<file path="src/rtl/alu_pkg.sv">
// Shared definitions for the ALU dispatch stage: opcode and ALU control
// encodings, pipeline tag types, and the opcode decode helper.
package alu_pkg;

    // Decoded opcode encodings arriving from the decode stage
    localparam logic [5:0] OP_ADD = 6'd0;
    localparam logic [5:0] OP_SUB = 6'd1;
    localparam logic [5:0] OP_MUL = 6'd2;
    localparam logic [5:0] OP_AND = 6'd3;
    localparam logic [5:0] OP_OR  = 6'd4;
    localparam logic [5:0] OP_MOV = 6'd14;
    localparam logic [5:0] OP_BEQ = 6'd30;

    // Control codes understood by the registered ALU
    localparam logic [3:0] ALU_ADD = 4'd0;
    localparam logic [3:0] ALU_SUB = 4'd1;
    localparam logic [3:0] ALU_MUL = 4'd2;
    localparam logic [3:0] ALU_AND = 4'd3;
    localparam logic [3:0] ALU_OR  = 4'd4;

    // What an in-flight op does when it reaches the end of the pipe
    typedef enum logic [1:0] {
        NONE = 2'd0,
        ALU  = 2'd1,
        BR   = 2'd2
    } kind_e;

    // Tag that travels alongside each pipeline slot
    typedef struct packed {
        logic       valid;
        logic [4:0] rd;
        kind_e      kind;
    } tag_t;

    // Result of decoding one opcode
    typedef struct packed {
        logic       legal;
        logic [3:0] ctrl;
        kind_e      kind;
        logic       zero_op2;
    } dec_t;

    // Map an opcode onto its ALU control code and writeback kind.
    // MOV is an OR against a zero second operand; BEQ is a subtract
    // whose result is only tested for zero.
    function automatic dec_t decode_op(input logic [5:0] op);
        dec_t d;
        d.legal    = 1'b1;
        d.ctrl     = ALU_ADD;
        d.kind     = ALU;
        d.zero_op2 = 1'b0;
        case (op)
            OP_ADD: d.ctrl = ALU_ADD;
            OP_SUB: d.ctrl = ALU_SUB;
            OP_MUL: d.ctrl = ALU_MUL;
            OP_AND: d.ctrl = ALU_AND;
            OP_OR:  d.ctrl = ALU_OR;
            OP_MOV: begin
                d.ctrl     = ALU_OR;
                d.zero_op2 = 1'b1;
            end
            OP_BEQ: begin
                d.ctrl = ALU_SUB;
                d.kind = BR;
            end
            default: begin
                d.legal = 1'b0;
                d.kind  = NONE;
            end
        endcase
        return d;
    endfunction

    // True when a register index depends on the result of a tagged producer.
    // Register 0 is hard-wired, so it never creates a dependency.
    function automatic logic producer_match(input tag_t t, input logic [4:0] idx);
        return t.valid && (t.kind == ALU) && (idx != 5'd0) && (t.rd == idx);
    endfunction

endpackage

</file>
<file path="src/rtl/alu_dispatch_if.sv">
// Bundle of the decode-side handshake, ALU operand/result bus and the
// writeback/branch outputs of the dispatch stage.
// master: decode + ALU + register-file side; slave: the dispatch stage.
interface alu_dispatch_if #(parameter int W = 32);

    logic         in_valid;
    logic         in_ready;
    logic [5:0]   in_op;
    logic [4:0]   in_rd;
    logic [4:0]   in_rs;
    logic [4:0]   in_rt;
    logic [W-1:0] in_rs_val;
    logic [W-1:0] in_rt_val;

    logic [3:0]   alu_control;
    logic [W-1:0] alu_oper1;
    logic [W-1:0] alu_oper2;
    logic [W-1:0] alu_result;

    logic         wb_valid;
    logic [4:0]   wb_rd;
    logic [W-1:0] wb_data;
    logic         br_valid;
    logic         br_taken;
    logic         err;

    modport master (
        output in_valid, in_op, in_rd, in_rs, in_rt, in_rs_val, in_rt_val,
        output alu_result,
        input  in_ready, alu_control, alu_oper1, alu_oper2,
        input  wb_valid, wb_rd, wb_data, br_valid, br_taken, err
    );

    modport slave (
        input  in_valid, in_op, in_rd, in_rs, in_rt, in_rs_val, in_rt_val,
        input  alu_result,
        output in_ready, alu_control, alu_oper1, alu_oper2,
        output wb_valid, wb_rd, wb_data, br_valid, br_taken, err
    );

endinterface

</file>
<file path="src/rtl/alu_hazard.sv">
// Read-after-write hazard unit for the ALU dispatch stage: compares source
// indices against in-flight producers and decides stall and operand bypass.
// Optional feature macro: ALU_DISPATCH_FWD_EN (operand forwarding).
module alu_hazard
    import alu_pkg::*;
#(
    parameter int W = 32
) (
    input  tag_t         i_s1,
    input  tag_t         i_s2,
    input  logic         i_wb_valid,
    input  logic [4:0]   i_wb_rd,
    input  logic [4:0]   i_rs,
    input  logic [4:0]   i_rt,
    input  logic [W-1:0] i_rs_val,
    input  logic [W-1:0] i_rt_val,
    input  logic [W-1:0] i_alu_result,
    input  logic [W-1:0] i_wb_data,
    output logic         o_stall,
    output logic [W-1:0] o_rs_val,
    output logic [W-1:0] o_rt_val
);

    logic w_s1_rs;
    logic w_s1_rt;
    logic w_s2_rs;
    logic w_s2_rt;

    assign w_s1_rs = producer_match(i_s1, i_rs);
    assign w_s1_rt = producer_match(i_s1, i_rt);
    assign w_s2_rs = producer_match(i_s2, i_rs);
    assign w_s2_rt = producer_match(i_s2, i_rt);

`ifdef ALU_DISPATCH_FWD_EN

    logic w_wb_rs;
    logic w_wb_rt;

    assign w_wb_rs = i_wb_valid && (i_rs != 5'd0) && (i_wb_rd == i_rs);
    assign w_wb_rt = i_wb_valid && (i_rt != 5'd0) && (i_wb_rd == i_rt);

    // Only the S1 producer forces a stall: its result does not exist yet.
    // The younger S2 producer outranks the older writeback value.
    always_comb begin
        o_stall  = w_s1_rs | w_s1_rt;
        o_rs_val = i_rs_val;
        o_rt_val = i_rt_val;
        if (w_s2_rs) begin
            o_rs_val = i_alu_result;
        end else if (w_wb_rs) begin
            o_rs_val = i_wb_data;
        end
        if (w_s2_rt) begin
            o_rt_val = i_alu_result;
        end else if (w_wb_rt) begin
            o_rt_val = i_wb_data;
        end
    end

`else

    // Bypass data is not needed without forwarding; folded here so the
    // ports stay identical between builds.
    logic w_unused_fwd;
    assign w_unused_fwd = ^{i_wb_valid, i_wb_rd, i_alu_result, i_wb_data};

    // Any dependency on a producer still in S1 or S2 holds the op back
    // until the register file can supply the value.
    always_comb begin
        o_stall  = w_s1_rs | w_s1_rt | w_s2_rs | w_s2_rt;
        o_rs_val = i_rs_val;
        o_rt_val = i_rt_val;
    end

`endif

endmodule

</file>
<file path="src/rtl/alu_dispatch.sv">
// Issue stage in front of the registered ALU: accepts decoded instructions,
// drives registered ALU operands, and turns the ALU result into a
// register-file writeback or a branch outcome two cycles after accept.
// Optional feature macro: ALU_DISPATCH_FWD_EN (operand forwarding, see alu_hazard).
module alu_dispatch
    import alu_pkg::*;
#(
    parameter int W = 32
) (
    input  logic           clk,
    input  logic           rst_n,
    alu_dispatch_if.slave  bus
);

    dec_t         w_dec;
    tag_t         w_issue_tag;
    logic         w_stall;
    logic         w_accept;
    logic         w_issue;
    logic [W-1:0] w_rs_val;
    logic [W-1:0] w_rt_val;
    logic         w_result_zero;
    logic         w_s2_alu;
    logic         w_s2_br;

    tag_t         r_s1;
    tag_t         r_s2;
    logic [3:0]   r_alu_control;
    logic [W-1:0] r_alu_oper1;
    logic [W-1:0] r_alu_oper2;
    logic         r_wb_valid;
    logic [4:0]   r_wb_rd;
    logic [W-1:0] r_wb_data;
    logic         r_br_valid;
    logic         r_br_taken;
    logic         r_err;

    assign w_dec = decode_op(bus.in_op);

    alu_hazard #(.W(W)) u_hazard (
        .i_s1         (r_s1),
        .i_s2         (r_s2),
        .i_wb_valid   (r_wb_valid),
        .i_wb_rd      (r_wb_rd),
        .i_rs         (bus.in_rs),
        .i_rt         (bus.in_rt),
        .i_rs_val     (bus.in_rs_val),
        .i_rt_val     (bus.in_rt_val),
        .i_alu_result (bus.alu_result),
        .i_wb_data    (r_wb_data),
        .o_stall      (w_stall),
        .o_rs_val     (w_rs_val),
        .o_rt_val     (w_rt_val)
    );

    assign bus.in_ready = ~w_stall;
    assign w_accept     = bus.in_valid & ~w_stall;
    assign w_issue      = w_accept & w_dec.legal;

    assign w_s2_alu      = r_s2.valid && (r_s2.kind == ALU);
    assign w_s2_br       = r_s2.valid && (r_s2.kind == BR);
    assign w_result_zero = (bus.alu_result == '0);

    // Build the S1 tag for this cycle; illegal or absent ops become a bubble
    always_comb begin
        w_issue_tag.valid = w_issue;
        w_issue_tag.rd    = bus.in_rd;
        w_issue_tag.kind  = w_issue ? w_dec.kind : NONE;
    end

    // Register the ALU inputs and S1 tag for each issued op
    always_ff @(posedge clk or negedge rst_n) begin
        if (!rst_n) begin
            r_s1          <= '{valid: 1'b0, rd: 5'd0, kind: NONE};
            r_alu_control <= 4'd0;
            r_alu_oper1   <= '0;
            r_alu_oper2   <= '0;
        end else begin
            r_s1 <= w_issue_tag;
            if (w_issue) begin
                r_alu_control <= w_dec.ctrl;
                r_alu_oper1   <= w_rs_val;
                r_alu_oper2   <= w_dec.zero_op2 ? '0 : w_rt_val;
            end
        end
    end

    // Advance the tag alongside the cycle in which the ALU result is valid
    always_ff @(posedge clk or negedge rst_n) begin
        if (!rst_n) begin
            r_s2 <= '{valid: 1'b0, rd: 5'd0, kind: NONE};
        end else begin
            r_s2 <= r_s1;
        end
    end

    // Capture the ALU result as a writeback or branch outcome; rd 0 is never written
    always_ff @(posedge clk or negedge rst_n) begin
        if (!rst_n) begin
            r_wb_valid <= 1'b0;
            r_wb_rd    <= 5'd0;
            r_wb_data  <= '0;
            r_br_valid <= 1'b0;
            r_br_taken <= 1'b0;
        end else begin
            r_wb_valid <= w_s2_alu && (r_s2.rd != 5'd0);
            r_br_valid <= w_s2_br;
            r_br_taken <= w_s2_br && w_result_zero;
            if (w_s2_alu) begin
                r_wb_rd   <= r_s2.rd;
                r_wb_data <= bus.alu_result;
            end
        end
    end

    // Remember any accepted illegal opcode until the next reset
    always_ff @(posedge clk or negedge rst_n) begin
        if (!rst_n) begin
            r_err <= 1'b0;
        end else if (w_accept && !w_dec.legal) begin
            r_err <= 1'b1;
        end
    end

    assign bus.alu_control = r_alu_control;
    assign bus.alu_oper1   = r_alu_oper1;
    assign bus.alu_oper2   = r_alu_oper2;
    assign bus.wb_valid    = r_wb_valid;
    assign bus.wb_rd       = r_wb_rd;
    assign bus.wb_data     = r_wb_data;
    assign bus.br_valid    = r_br_valid;
    assign bus.br_taken    = r_br_taken;
    assign bus.err         = r_err;

endmodule

</file>
<file path="src/flat_wrapper.sv">
// flat-port wrapper written by rule: the top's interface ports become plain ports
module alu_dispatch_flat import alu_pkg::*;
#(
    parameter int W = 32
)
  (clk, rst_n, bus_in_valid, bus_in_op, bus_in_rd, bus_in_rs, bus_in_rt, bus_in_rs_val, bus_in_rt_val, bus_alu_result, bus_in_ready, bus_alu_control, bus_alu_oper1, bus_alu_oper2, bus_wb_valid, bus_wb_rd, bus_wb_data, bus_br_valid, bus_br_taken, bus_err);
  alu_dispatch_if #(.W(W)) bus_i ();
  input  logic clk;
  input  logic rst_n;
  input wire logic [$bits(bus_i.in_valid)-1:0] bus_in_valid;
  input wire logic [$bits(bus_i.in_op)-1:0] bus_in_op;
  input wire logic [$bits(bus_i.in_rd)-1:0] bus_in_rd;
  input wire logic [$bits(bus_i.in_rs)-1:0] bus_in_rs;
  input wire logic [$bits(bus_i.in_rt)-1:0] bus_in_rt;
  input wire logic [$bits(bus_i.in_rs_val)-1:0] bus_in_rs_val;
  input wire logic [$bits(bus_i.in_rt_val)-1:0] bus_in_rt_val;
  input wire logic [$bits(bus_i.alu_result)-1:0] bus_alu_result;
  output wire logic [$bits(bus_i.in_ready)-1:0] bus_in_ready;
  output wire logic [$bits(bus_i.alu_control)-1:0] bus_alu_control;
  output wire logic [$bits(bus_i.alu_oper1)-1:0] bus_alu_oper1;
  output wire logic [$bits(bus_i.alu_oper2)-1:0] bus_alu_oper2;
  output wire logic [$bits(bus_i.wb_valid)-1:0] bus_wb_valid;
  output wire logic [$bits(bus_i.wb_rd)-1:0] bus_wb_rd;
  output wire logic [$bits(bus_i.wb_data)-1:0] bus_wb_data;
  output wire logic [$bits(bus_i.br_valid)-1:0] bus_br_valid;
  output wire logic [$bits(bus_i.br_taken)-1:0] bus_br_taken;
  output wire logic [$bits(bus_i.err)-1:0] bus_err;
  assign bus_i.in_valid = bus_in_valid;
  assign bus_i.in_op = bus_in_op;
  assign bus_i.in_rd = bus_in_rd;
  assign bus_i.in_rs = bus_in_rs;
  assign bus_i.in_rt = bus_in_rt;
  assign bus_i.in_rs_val = bus_in_rs_val;
  assign bus_i.in_rt_val = bus_in_rt_val;
  assign bus_i.alu_result = bus_alu_result;
  assign bus_in_ready = bus_i.in_ready;
  assign bus_alu_control = bus_i.alu_control;
  assign bus_alu_oper1 = bus_i.alu_oper1;
  assign bus_alu_oper2 = bus_i.alu_oper2;
  assign bus_wb_valid = bus_i.wb_valid;
  assign bus_wb_rd = bus_i.wb_rd;
  assign bus_wb_data = bus_i.wb_data;
  assign bus_br_valid = bus_i.br_valid;
  assign bus_br_taken = bus_i.br_taken;
  assign bus_err = bus_i.err;
  alu_dispatch #(.W(W)) u_core (.clk(clk), .rst_n(rst_n), .bus(bus_i));
endmodule
</file>
<file path="config.mk">
export PLATFORM = sky130hd
export DESIGN_NAME = alu_dispatch_flat
export DESIGN_NICKNAME = d
export VERILOG_FILES = /design/src/rtl/alu_pkg.sv /design/src/rtl/alu_dispatch_if.sv /design/src/rtl/alu_hazard.sv /design/src/rtl/alu_dispatch.sv /design/src/flat_wrapper.sv
export SDC_FILE = /design/constraint.sdc
export NUM_CORES = 1
export LEC_CHECK = 0
export ABC_CLOCK_PERIOD_IN_PS = 2550
export BUFFER_PORTS_ARGS = -buffer_cell sky130_fd_sc_hd__buf_4
export CORE_ASPECT_RATIO = 0.8
export CORE_MARGIN = 3
export CORE_UTILIZATION = 47
export CTS_CLUSTER_SIZE = 30
export DETAILED_ROUTE_END_ITERATION = 8
export HOLD_SLACK_MARGIN = 0.06
export PLACE_DENSITY_LB_ADDON = 0.05
export SYNTH_ARGS = -nofsm -noshare
export SYNTH_HDL_FRONTEND = slang
export SYNTH_SLANG_ARGS = --single-unit
</file>
<file path="constraint.sdc">
create_clock -name clk -period 2.55 [get_ports clk]
set_input_delay 0.1275 -clock clk [delete_from_list [all_inputs] [get_ports clk]]
set_output_delay 0.1275 -clock clk [all_outputs]
set_load 0.01 [all_outputs]
</file>
==> key figures <==
Clock tree
  – Num CTS Buffers: 17
  – Worst-path clk slew: about 50 ps
  – Worst-skew pair later-pin latency: roughly 400 ps
  – # clock sinks: approximately 120
  – CTS tree: built
  – H-tree Lvls: 4
  – CTS Root Buffer Type: clkbuf_16
  – CTS Buffer Depth: 2
  – Post-CTS setup repair buffer count: 0

Worst setup path
  – Critical path capture point type: flop
  – WS Path Type: reg -> reg
  – Worst Path Arrival: roughly 2700 ps
  – FF-to-FF setup slack: 130 ps
  – Critical Path RT: around 2800 ps
  – CP max FO: 33
  – Worst Setup Start Kind: flop
  – Critical Path Source: u_core.r_s2[6]
  – Worst flop-to-flop path endpoint: u_core.bus.alu_oper1[16]
  – Critical R2R Launch: u_core.r_s2[6]
  – Worst Reg-to-Reg Cells: 7

Power
  – Seq pwr share: approximately two fifths
  – VDD IR max: around 0.53 mV
  – Leakage power: approximately 4.5 nW
  – Switching share of power: 25.5%
  – Comb pwr share: approximately a quarter
  – Final Power: 0.00653 W
  – Pwr dens: 753 nW/µm²
  – Switch Pwr: around 0.0017 W
  – Clock power share: between 30 and 40%
  – Int Pwr: ~0.0049 W

Global routing
  – Total GRT Usage: between 20% and 30%
  – Number of global-route vias before repair: approximately 4800
  – Initial antenna violation count: 0
  – M3 GR Usage: approximately 8.8%
  – Busiest grt layer: met2
  – Met2 usage: around 45%
  – First-pass GRT wire length: between 20000 and 25000 µm
  – Pin count of the biggest net entering global routing: 55
  – Grt total ovfl: 0
  – Met1 usage: 27.7%

Logic synthesis
  – Number of flops mapped to enable cells by yosys: 0
  – Ys flop type: dfrtp_1
  – Post-synth top area cell: dfrtp_1
  – Post-synth cell types: 37
  – Ys async rst share: 100%
  – FF+latch count, synth: about 120
  – Post-Syn Area per Cell: roughly 13 µm²
  – Syn Nets: between 500 and 600
  – Seq/Total Area, Yosys: roughly 60%
  – Top cells by area, synth: dfrtp_1, mux2_2, mux2i_1, nand2_1, inv_1
  – Mapped Area: about 5000 µm²
  – Mapped Cells: 385
  – Synthesis warning total: 0
  – Post-synth top area share: between 60 and 70%

Route
  – DRT Wirelength: approximately 15000 µm
  – Vias: around 4300
  – Drt pass-1 iters: 4
  – Routed WL per cell: about 17 µm
  – # DRC: 0
  – Drt initial violations: around 170
  – Vias per cell: between 4 and 5
  – Post-route ant nets: 0

STA
  – Final Hold Fails: 0
  – Worst-Margin Slew: about 1100 ps
  – Setup Viol. Count Final: 0
  – Max-slew headroom: about a quarter
  – Max Freq: 413 MHz
  – Max-slew violation count: 0
  – Sum of negative setup slack: 0 ps
  – RSZ-0062 raised after global routing: no
  – WHS: just over 80 ps
  – Fin crit period: between 2000 and 2500 ps
  – Period utilization: a little over nine tenths
  – Setup skew after layout: ~6.6 ps

Cells and area
  – Final instance area: between 8000 and 9000 µm²
  – Commonest non-fill, non-tap cell in the layout: buf_4
  – P&R area growth vs syn: 68.9%
  – N_diodes: 0
  – Commonest non-fill, non-tap cells in the layout: buf_4, dfrtp_1, dlygate4sd3_1
  – Fraction of layout cells with a size suffix above 1: between 40 and 50%
  – Final #Nets: between 800 and 900

Place
  – Port bufs: about 230
  – Routability cong.: around 0.84
  – Post-Place Cell Area: around 7000 µm²
  – Post-DP HPWL: slightly below 10000 µm

Die
  – Std-Cell Rows: 33
  – Die height: a little under 100 µm
  – Chip width: 123 µm
  – I/O pins: 230
  – Starting Density: 49.1%
  – Core area: ~10000 µm²
  – Die area: 12200 µm²

Run
  – Total of max-cap violations: 0

Min path
  – HP Start: bus_in_op[5]
  – Hold endpoint: u_core.r_s1[1]
  – Hold Path Stages: 3
  – HP Class: in -> reg

Status
  – Status: finished clean
per-stage QoR:
step	utilization (%)	setup slack, ps	std cells
floorplan	-	342	385
global placement	67.1	195	746
detailed placement	67.1	138	746
CTS	82.9	96.9	883
global route	83.0	50.8	883
finish	83.0	126	883
registers in the layout, summed over array words and instances, names as in the netlist:
signal and flops:
u_core.bus.wb_rd 5, u_core.bus.err 1, u_core.bus.alu_control 3, u_core.bus.br_taken 1
u_core.bus.wb_valid 1, u_core.r_s2 8, u_core.bus.alu_oper1 32, u_core.bus.br_valid 1
u_core.bus.alu_oper2 32, u_core.bus.wb_data 32, u_core.r_s1 8
cells by family after synthesis:
group	synth area share [%]
DFF	60.4
muxes	22.3
and+or+nand+nor	7.73
buffers and inverters	4.83
xor gates and xnor gates	3.58
AOI/OAI and AO/OA	1.07
other	0.0730
cell type report:
class,count,area (µm²)
clock buffer,25,495
multi-input combinational,209,1800
inverter,36,135
tap,140,175
fill,536,1780
sequential,124,3100
clock inverter,7,110
timing repair buffer,342,2860
layer usage:
metal	vias to the layer above	part of all wire, %
met5	-	0
met4	0	1.6
met3	25	8.5
met2	184	52
met1	2084	38
li1	1995	-
Yosys cell counts, drive strengths merged, types with 2 or more instances:
library cell  count
clkbuf            5
buf              11
dfrtp           124
a21oi             3
nand2            39
xor2              9
mux2i            34
nor4             14
nor2              4
xnor2            12
or4               3
mux2             70
nor3              3
inv              36
nand4             3
and3b             2
power by group through the flow:
stage	Clock (W)	Sequential (W)	Combinational, W
after floorplan	0	0.00270	0.000373
after global placement	0	0.00255	0.00135
after detailed placement	0	0.00256	0.00139
after CTS	0.00248	0.00254	0.00153
after global routing	0.00257	0.00259	0.00165
final	0.00244	0.00256	0.00153
worst max-delay path, stage by stage (launching register included):
cell,delay (ps)
dfrtp_1,420
xor2_1,160
or4_1,600
nor4_4,260
nor4_4,120
nand2_4,130
buf_12,220
mux2_2,380
how the worst max path moves through the flow:
stage / to / slack, ps / cells past startpoint
final: u_core.bus.alu_oper1[16] / 130 / 7
after global routing: u_core.bus.alu_oper2[29] / 50 / 8
after CTS: u_core.bus.alu_oper2[29] / 100 / 8
after detailed placement: u_core.bus.alu_oper2[29] / 140 / 8
after global placement: u_core.bus.alu_oper1[9] / 200 / 7
after floorplan: u_core.bus.alu_oper1[24] / 340 / 7
what timing repair did:
action	in CTS	in global routing
hold endpoints to repair	142	0
hold buffers	105	0
setup endpoints to repair	0	16
gates resized for setup	0	1
(Power assumes the default switching activity.)
